File: src/rtl/fft_bitrev_reorder.sv
// Bit-reversal reorder engine. Each run streams FFT_SIZE words from a source region, LANES
// words per beat, and writes each word to its bit-reversed index (or the same index) in a destination region.

module fft_bitrev_lane #(
   parameter int ADDR_SIZE = 5,
   parameter int FLIP      = 4,
   parameter int LANES     = 2,
   parameter int LANE      = 0,
   parameter int BW        = 1
) (
   input  logic [BW-1:0]        beat,
   input  logic [ADDR_SIZE-1:0] src,
   input  logic [ADDR_SIZE-1:0] dst,
   input  logic                 mode,
   output logic [ADDR_SIZE-1:0] rd_addr,
   output logic [ADDR_SIZE-1:0] wr_addr
);
   logic [FLIP-1:0] idx, rev;

   always_comb begin
      idx = FLIP'(32'(beat) * LANES + LANE);
      rev = '0;
      for (int j = 0; j < FLIP; j++) rev[j] = idx[FLIP-1-j];
   end

   assign rd_addr = src + ADDR_SIZE'(idx);
   assign wr_addr = dst + (mode ? ADDR_SIZE'(idx) : ADDR_SIZE'(rev));
endmodule

module fft_bitrev_reorder #(
   parameter int WORD_SIZE  = 74,
   parameter int ADDR_SIZE  = 5,
   parameter int FFT_SIZE   = 16,
   parameter int LANES      = 2,
   parameter int RD_LATENCY = 1
) (
   input  logic                       i_CLK,
   input  logic                       i_RST_N,
   input  logic                       i_start,
   input  logic                       i_mode,
   input  logic [ADDR_SIZE-1:0]       i_src_base,
   input  logic [ADDR_SIZE-1:0]       i_dst_base,
   input  logic [LANES*WORD_SIZE-1:0] i_rddata,
   output logic                       o_busy,
   output logic                       o_done,
   output logic                       o_rden,
   output logic [LANES*ADDR_SIZE-1:0] o_rdaddr,
   output logic                       o_wren,
   output logic [LANES*ADDR_SIZE-1:0] o_wraddr,
   output logic [LANES*WORD_SIZE-1:0] o_wrdata
);
   localparam int BEATS = FFT_SIZE / LANES;
   localparam int FLIP  = $clog2(FFT_SIZE);
   localparam int BW    = (BEATS > 1) ? $clog2(BEATS) : 1;
   localparam int DW    = $clog2(RD_LATENCY + 1);

   typedef enum logic [1:0] {IDLE, READ, DRAIN, DONE} state_t;

   state_t                                      state;
   logic [BW-1:0]                               beat, n_beat;
   logic [ADDR_SIZE-1:0]                        src, dst, n_src, n_dst;
   logic                                        mode, n_mode;
   logic [DW-1:0]                               drain_cnt;
   logic                                        done_q, load, last_beat;
   logic [LANES-1:0][ADDR_SIZE-1:0]             rd_addr, wr_addr, rdaddr_q;
   logic [RD_LATENCY:0]                         vld_pipe;
   logic [RD_LATENCY:0][LANES-1:0][ADDR_SIZE-1:0] wa_pipe;

   // Lanes compute the addresses of the beat about to be issued, so the start cycle uses the live inputs
   assign last_beat = (beat == BW'(BEATS - 1));
   assign load      = (state == IDLE && i_start) || (state == READ && !last_beat);
   assign n_beat    = (state == IDLE) ? '0 : beat + 1'b1;
   assign n_src     = (state == IDLE) ? i_src_base : src;
   assign n_dst     = (state == IDLE) ? i_dst_base : dst;
   assign n_mode    = (state == IDLE) ? i_mode : mode;

   for (genvar k = 0; k < LANES; k++) begin : g_lane
      fft_bitrev_lane #(
         .ADDR_SIZE(ADDR_SIZE), .FLIP(FLIP), .LANES(LANES), .LANE(k), .BW(BW)
      ) u_lane (
         .beat(n_beat), .src(n_src), .dst(n_dst), .mode(n_mode),
         .rd_addr(rd_addr[k]), .wr_addr(wr_addr[k])
      );
   end

   always_ff @(posedge i_CLK or negedge i_RST_N) begin
      if (!i_RST_N) begin
         state     <= IDLE;
         beat      <= '0;
         src       <= '0;
         dst       <= '0;
         mode      <= 1'b0;
         drain_cnt <= '0;
         done_q    <= 1'b0;
         rdaddr_q  <= '0;
         vld_pipe  <= '0;
         wa_pipe   <= '0;
      end else begin
         rdaddr_q <= load ? rd_addr : '0;
         // Write side trails the read by RD_LATENCY so it lines up with returning data
         vld_pipe <= {vld_pipe[RD_LATENCY-1:0], load};
         wa_pipe  <= {wa_pipe[RD_LATENCY-1:0], (load ? wr_addr : '0)};
         done_q   <= 1'b0;
         case (state)
            IDLE: if (i_start) begin
               src   <= i_src_base;
               dst   <= i_dst_base;
               mode  <= i_mode;
               beat  <= '0;
               state <= READ;
            end
            READ: if (last_beat) begin
               drain_cnt <= '0;
               state     <= DRAIN;
            end else begin
               beat <= beat + 1'b1;
            end
            DRAIN: if (drain_cnt == DW'(RD_LATENCY - 1)) begin
               done_q <= 1'b1;
               state  <= DONE;
            end else begin
               drain_cnt <= drain_cnt + 1'b1;
            end
            DONE:    state <= IDLE;
            default: state <= IDLE;
         endcase
      end
   end

   assign o_busy   = (state != IDLE);
   assign o_done   = done_q;
   assign o_rden   = vld_pipe[0];
   assign o_rdaddr = rdaddr_q;
   assign o_wren   = vld_pipe[RD_LATENCY];
   assign o_wraddr = wa_pipe[RD_LATENCY];
   assign o_wrdata = i_rddata;
endmodule

File: config.mk
export PLATFORM = sky130hd
export DESIGN_NAME = fft_bitrev_reorder
export DESIGN_NICKNAME = d
export VERILOG_FILES = /design/src/rtl/fft_bitrev_reorder.sv
export SDC_FILE = /design/constraint.sdc
export NUM_CORES = 1
export LEC_CHECK = 0
export ABC_AREA = 0
export CORE_AREA = 2 2 129 131
export CTS_BUF_LIST = sky130_fd_sc_hd__clkbuf_4
export DETAILED_ROUTE_END_ITERATION = 8
export DIE_AREA = 0 0 131 133
export PLACE_DENSITY = 0.66
export SETUP_SLACK_MARGIN = 0.1
export SLEW_MARGIN = 40
export SYNTH_ARGS = -nofsm -noshare
export SYNTH_HDL_FRONTEND = slang
export SYNTH_SLANG_ARGS = --single-unit
File: constraint.sdc
create_clock -name i_CLK -period 7.25 [get_ports i_CLK]
set_input_delay 1.45 -clock i_CLK [delete_from_list [all_inputs] [get_ports i_CLK]]
set_output_delay 1.45 -clock i_CLK [all_outputs]
set_load 0.05 [all_outputs]
# Word level (Yosys, flattened, before mapping)
# Cells that the tools add are included.
# word_totals
word_cells,61
latchBits,0
reg_bits,50
in_bits,162
ramBits,0
rom_bits,0
out_inout_bits,172
memories,0
# classes
muxes,20
bitwise_logic,0
eq_ne,8
add_sub_neg,7
n_div,0
shifts,0
reduce_logical,12
magnitude_cmp,0
n_mul,0
# ops
cell,count
$mux 10,2
$add 5x4->5,2
$add 5x5->5,2
$mux 5,2
$mux 3,3
$mux 4,2
$ne 2x2->1 const B,4
$pmux 2 s4,1
$mux 2,3
$pmux 3 s2,1
$reduce_and 3->1,2
$reduce_bool 2->1,3
$mux 1,5
$add 4x1->4 const B,1
$eq 2x2->1 const B,2
$reduce_and 2->1,2
$add 3x1->3 const B,1
$eq 3x3->1 const B,1
$eq 2x1->1 const B,1
$logic_and 1x1->1,2
$logic_not 2->1,1
$pmux 1 s2,1
$add 1x1->1 const B,1
$logic_not 1->1,1
$logic_or 1x1->1,1

# Depth between registers and ports, before layout
# Gate-level depths: netlist of the first run.
# depth
depth_word,6
depth_mapped,12
mapped_depth_nobuf,10

# Modules after synthesis
# Synthesis of the first run repeated with hierarchy kept, for this count alone.
# hier_totals
hier_cells,364
hier_area_um2,3688.5
# modules_own_cells
module,area_per_inst_um2,cells_per_inst,seq_area_each_um2,instances
fft_bitrev_reorder,3070.4,288,1226.2,1
fft_bitrev_lane (g_lane[1].u_lane),319.1,40,0.0,1
fft_bitrev_lane (g_lane[0].u_lane),299.0,36,0.0,1

# Least setup slack after synthesis of the first run
# OpenSTA, ideal clock, no wires.
# synth_path
path_kind,input port to output port
from,input i_rddata[0]
to,output o_wrdata[0]
t_arrival_ns,1.620
required_time_ns,5.800
stages,1
path_slack_ns,4.180
path_cell_list,buf_4
# synth_rtl
element,line_no,text
from (decl),43,"input logic [LANES*WORD_SIZE-1:0] i_rddata,"
to (decl),50,output logic [LANES*WORD_SIZE-1:0] o_wrdata
# No word-level cell between the ends.

# Worst setup path in the final report of the first run
# layout_path
from,register state[0]
to,output o_busy
# layout_between
elab_chain_cells,1
# layout_lines
element,line_no,text
from (decl),59,state_t state;
from (signal assigned),88,state <= IDLE;
from (signal assigned),110,state <= READ;
from (signal assigned),114,state <= DRAIN;
$reduce_bool 2->1,130,assign o_busy = (state != IDLE);
to (decl),44,"output logic o_busy,"
# Every way passes these cells.

==> results.ini, run 1 <==
[run_status]
outcome = complete, no violations

[cells_and_area]
antenna-diode-count = 0
layout.nets = 431
drive_gt1_frac = 0.0833
regArea_um2 = 1230
fillers = 1790
finalInstanceArea_um2 = 3020
areaGrowthSynthToFinish_pct = -15.0
multi_input_area_um2 = 1060

[synthesis]
netlist_instances = 375
yosys_register_bits = 49
ys_seq_area_frac = 0.345
syn_nets = 555
syn_area_um2 = 3550
synth_cell_types = 37
synth.avg_cell_area_um2 = 9.47
yosysWarnings = 0

[sta]
period_share = 0.514
tns_ps = 0
worst_slew_pin_slew_ps = 744
rsz0062_at_grt = no
relSlewSlack = 0.504
finalSetupViolCount = 0
finClkSkew_ps = 12.8
fmax_mhz = 269
hold_viol = 0
slew_violations = 0
period_needed_ps = 3720

[power]
peakVddDrop_uv = 142
power_leakage_nw = 1.34
p_per_area_nw_per_um2 = 516

[setup_path]
endpoint_kind = output port
crit_fanout = 24
cp.required_ps = 5800
arrival_ps = 2270
critPathLaunchType = flop
path_class = flop to output port
r2r_cells = 10

[job]
max_cap_violations = 0

[global_routing]
grt_max_degree = 50
antenna_found_initial = 0
grt_first_pass_wirelength_mm = 12.7
grt_use_total = 0.101
grt_pass1_vias = 1971
overflow = 0

[min_path]
min_path_type = flop to flop
min_path_cells = 0

[drt]
post_drt_via_cell_ratio = 3.89
post-route-drc-count = 0
drtIter0Drc = 93
drt_first_pass_iters = 4
vias = 1837
avgRoutedWirePerCell_um = 19.6
routed_wl_mm = 9.23
ant_nets = 0

[floorplan]
rows = 47
fp.dieH_um = 133
initial_core_util = 0.220
core-area_um2 = 16200
ios = 334
die_w_um = 131
die-area_um2 = 17400

[clocking]
clk_pin_slew_ps = 150
root_buffer = clkbuf_4
clkLatencyLatePin_ps = 390
cts_buffers = 5
clk_path_buf_depth = 2
cts_hold_buf = 0
ctsResizeCount = 0
cts_tree = yes
postCtsSetupBuffers = 0
cts_max_level = 2
clkSinkCount = 49

[place]
placed_area_um2 = 2950
hpwl_mm = 7.79
port_buffers = 37
gp_congestion = 0.738

[layout make-up]
class / count / share of cell area
flip-flops and latches: 49 / 0.406
multi-input cells: 150 / 0.350
repair buffers: 37 / 0.122
well taps: 220 / 0.0911
clock buffers: 5 / 0.0124
inverters: 8 / 0.00994
clock inverters: 3 / 0.00870
[cell usage in the layout (no fill, tap or decap), drive strengths merged]
cell,netlist,final
a221o,2,2
a221oi,1,1
a22o,2,2
clkbuf,3,5
and2b,1,1
and2,3,3
o21a,1,1
mux2i,7,7
a21o,6,6
and3,1,1
o211ai,1,1
a31oi,2,2
nand2,38,38
o21ai,5,5
buf,165,1
nor2b,10,10
inv,8,9
xnor2,3,3
xor2,1,1
nor2,14,14
fa,4,4
nand4,1,1
nor3b,2,2
nand2b,4,4
clkinvlp,0,2
a21oi,8,8
nand3b,2,2
mux2,10,10
a211oi,1,1
ha,14,14
clkdlybuf4s50,0,36
dfrtp,49,49
or3,1,1
nand3,4,4
o32a,1,1
[report_power, final]
part | leakage (nW) | internal, W | switching, W
clock | 0.0293 | 0.0000402 | 0.0000988
combinational | 0.677 | 0.000397 | 0.000584
sequential | 0.635 | 0.000377 | 0.0000615
[stage by stage]
step	setup WS, ps	total power [W]	utilization	instances	hold WS [ps]
final	3530	0.00156	0.187	472	370
after global routing	3420	0.00168	0.187	472	377
after CTS	3200	0.00157	0.187	472	373
after detailed placement	3620	0.00143	0.183	464	338
after global placement	3710	0.00140	0.183	464	336
after floorplan	4180	0.00140	-	375	331
[registers in the layout, summed over array words and instances (netlist names)]
signal / flops
o_rdaddr: 10
o_wraddr: 10
wa_pipe: 10
dst: 5
src: 5
beat: 3
state: 2
vld_pipe: 2
mode: 1
o_done: 1
[cells in the mapped netlist, drive strengths merged]
| library cell | instances | area share |
|---|---|---|
| or3 | 1 | 0.0018 |
| o32a | 1 | 0.0028 |
| mux2 | 10 | 0.032 |
| clkbuf | 3 | 0.0032 |
| o211ai | 1 | 0.0021 |
| nand2b | 4 | 0.0070 |
| dfrtp | 49 | 0.35 |
| a221o | 2 | 0.0056 |
| and3 | 1 | 0.0018 |
| a31oi | 2 | 0.0035 |
| nand3b | 2 | 0.0042 |
| o21a | 1 | 0.0021 |
| nand4 | 1 | 0.0018 |
| nand2 | 38 | 0.040 |
| a21o | 6 | 0.013 |
| nor3b | 2 | 0.0042 |
| a21oi | 8 | 0.011 |
| xnor2 | 3 | 0.0074 |
| ha | 14 | 0.049 |
| a22o | 2 | 0.0049 |
| fa | 4 | 0.023 |
| xor2 | 1 | 0.0025 |
| inv | 8 | 0.0085 |
| and2 | 3 | 0.0053 |
| and2b | 1 | 0.0021 |
| nor2 | 14 | 0.016 |
| o21ai | 5 | 0.0070 |
| buf | 165 | 0.35 |
| mux2i | 7 | 0.020 |
| nand3 | 4 | 0.0056 |
| a221oi | 1 | 0.0025 |
| a211oi | 1 | 0.0021 |
| nor2b | 10 | 0.018 |
[per-layer routing]
metal,GRT usage,vias up,share of wire
li1,-,794,-
met1,0.0922,837,0.30
met2,0.165,169,0.48
met3,0.0740,35,0.18
met5,0.0265,-,0.0063
met4,0.0443,2,0.037
[logic make-up after synthesis]
| family | share of synthesized area |
|---|---|
| and+or+nand+nor | 0.107 |
| DFF | 0.345 |
| AOI/OAI and AO/OA | 0.0567 |
| xor gates and xnor gates | 0.00986 |
| buffers and inverters | 0.358 |
| muxes | 0.0514 |
| adders and majority gates | 0.0719 |
[worst max-delay path, cell delays in order, from the launching register on]
cell,delay [ps]
dfrtp_1,440
inv_1,100
ha_2,500
inv_1,130
clkdlybuf4s50_1,730
[path summary, 6_finish.rpt]
path / end / slack, ps / startpoint
worst max-delay path: o_busy / 3530 / state[0]
worst min-delay path: o_wraddr[2] / 370 / wa_pipe[2]
worst max register to register: wa_pipe[3] / 4450 / state[0]
worst min register to register: o_wraddr[2] / 370 / wa_pipe[2]
max in group asynchronous: wa_pipe[5] / 5780 / i_RST_N
min in group asynchronous: src[1] / 1060 / i_RST_N
Power figures use the tool's default switching activity.
==> run 2, diff against run 1 <==
--- a/config.mk
+++ b/config.mk
@@ -6,11 +6,11 @@
 export NUM_CORES = 1
 export LEC_CHECK = 0
 export ABC_AREA = 0
-export CORE_AREA = 2 2 129 131
+export CORE_AREA = 2 2 130 132
 export CTS_BUF_LIST = sky130_fd_sc_hd__clkbuf_4
 export DETAILED_ROUTE_END_ITERATION = 8
-export DIE_AREA = 0 0 131 133
-export PLACE_DENSITY = 0.66
+export DIE_AREA = 0 0 132 134
+export PLACE_DENSITY = 0.68
 export SETUP_SLACK_MARGIN = 0.1
 export SLEW_MARGIN = 40
 export SYNTH_ARGS = -nofsm -noshare
==> constraint.sdc (replaced) <==
create_clock -name i_CLK -period 3.28 [get_ports i_CLK]
set_input_delay 0.656 -clock i_CLK [delete_from_list [all_inputs] [get_ports i_CLK]]
set_output_delay 0.656 -clock i_CLK [all_outputs]
set_load 0.05 [all_outputs]
==> run 2 against run 1 <==
Effect of this change: register-to-register slack got worse by 3900 ps; combinational power increased by 130%; final area increased by 0.37%; final cell count increased by 0.42%; non-clock buffer count increased by 2; critical path type unchanged; critical endpoint unchanged.
==> results.ini, run 2 (synthesis results as in run 1) <==
[place]
hpwl_mm = 7.85
gp_congestion = 0.766
place_ws_ps = 528
port_buffers = 37
placed_area_um2 = 2970

[drt]
post_drt_via_cell_ratio = 3.93
drt_first_pass_iters = 4
post-route-drc-count = 0
dr_wl_met2_mm = 4.33
ant_nets = 0
drtIter0Drc = 123
routed_wl_mm = 9.34
vias = 1861
m1WireLength_mm = 2.95
wl_met3_mm = 1.72
avgRoutedWirePerCell_um = 19.7
top_layer = met5

[setup_path]
reg2reg_to = o_rdaddr[8]
arrival_ps = 2240
endpoint_kind = output port
path_class = flop to output port
critPathLaunchType = flop
r2r_cells = 9
r2r-start = state[0]
crit_chain = inv_1 > ha_1 > buf_4 > inv_1 > clkdlybuf4s50_1
r2r_slack_ps = 560
slowest_stage = clkdlybuf4s50_1
cp.required_ps = 2620
cpMostUsedCell = inv_1
max_stage_delay_ps = 830
crit_fanout = 13

[cells_and_area]
areaGrowthSynthToFinish_pct = -14.7
antenna-diode-count = 0
fillers = 1781
finalInstanceArea_um2 = 3030
drive_gt1_frac = 0.0866
layout.nets = 433
final_common_cell = dfrtp_1
final_cell_mix = dfrtp_1 (49), nand2_1 (38), clkdlybuf4s50_1 (36)

[clocking]
cts_max_level = 2
clkLatencyLatePin_ps = 380
ctsResizeCount = 0
clk_pin_slew_ps = 160
clkSinkCount = 49
cts_buffers = 5
clk_path_buf_depth = 2
cts_tree = yes
cts_hold_buf = 0
postCtsSetupBuffers = 0
root_buffer = clkbuf_4

[sta]
period_share = 0.883
setup_ws_ps = 383
finClkSkew_ps = 12.0
finalSetupViolCount = 0
timing.hold.ws_ps = 262
period_needed_ps = 2900
hold_viol = 0
relSlewSlack = 0.527
fmax_mhz = 345
worst_slew_pin_slew_ps = 708
rsz0062_at_grt = no
tns_ps = 0
slew_violations = 0

[power]
finalPower_w = 0.00348
p_per_area_nw_per_um2 = 1150
peakVddDrop_uv = 556
power_leakage_nw = 1.36

[floorplan]
die_w_um = 132
ios = 334
die-area_um2 = 17700
rows = 47
fp.dieH_um = 134
initial_core_util = 0.218
core-area_um2 = 16300

[global_routing]
grt_first_pass_wirelength_mm = 13.3
overflow = 0
grt_pass1_vias = 1965
antenna_found_initial = 0
grt_max_degree = 50
grt_use_total = 0.102

[job]
max_cap_violations = 0

[run_status]
outcome = complete, no violations

[min_path]
min_path_type = primary input to asynchronous set/reset pin

run 2: worst max-delay path: cells and delay by family (launching register included):
family	cells	cell delay, ps
buffers and inverters	4	1190
flip-flops	1	400
adder cells (fa/ha/maj)	1	270
run 2: worst max-delay path by stage:
stage	startpoint	end	slack [ps]	cells past startpoint
after floorplan	state[0]	wa_pipe[9]	630	12
after global placement	i_src_base[1]	o_rdaddr[8]	580	6
after detailed placement	i_src_base[1]	o_rdaddr[8]	530	6
after CTS	state[0]	o_busy	360	5
after global routing	state[0]	o_busy	260	5
final	state[0]	o_busy	380	5
run 2: layer usage:
layer,GRT usage,vias up
met2,0.161,166
met1,0.0917,855
met4,0.0405,2
li1,-,798
met3,0.0892,40
met5,0.0250,-
run 2: power by group:
part	internal, W	total (W)	leakage, nW	switching [W]
clock network	0.0000879	0.000305	0.0318	0.000217
logic	0.000897	0.00221	0.689	0.00132
registers	0.000833	0.000961	0.635	0.000128
total	0.00182	0.00348	1.36	0.00166
run 2: stage by stage:
stage / utilization / instances
6_report: 0.186 / 474
5_1_grt: 0.186 / 474
4_1_cts: 0.186 / 474
3_5_place_dp: 0.182 / 466
3_3_place_gp: 0.182 / 466
2_1_floorplan: - / 375
run 2: final cells by class:
class / instances / area [um2] / area share
Sequential cell: 49 / 1230 / 0.404
Multi-Input combinational cell: 150 / 1050 / 0.348
Timing Repair Buffer: 39 / 383 / 0.126
Tap cell: 220 / 275 / 0.0908
Clock buffer: 5 / 37.5 / 0.0124
Inverter: 8 / 30.0 / 0.00991
Clock inverter: 3 / 25.0 / 0.00825
==> run 3, diff against run 2 <==
--- a/config.mk
+++ b/config.mk
@@ -11,7 +11,6 @@
 export DETAILED_ROUTE_END_ITERATION = 8
 export DIE_AREA = 0 0 132 134
 export PLACE_DENSITY = 0.68
-export SETUP_SLACK_MARGIN = 0.1
 export SLEW_MARGIN = 40
 export SYNTH_ARGS = -nofsm -noshare
 export SYNTH_HDL_FRONTEND = slang
==> results of run 3 <==
No change in the layout: final DEF, timing and power equal those of run 2.
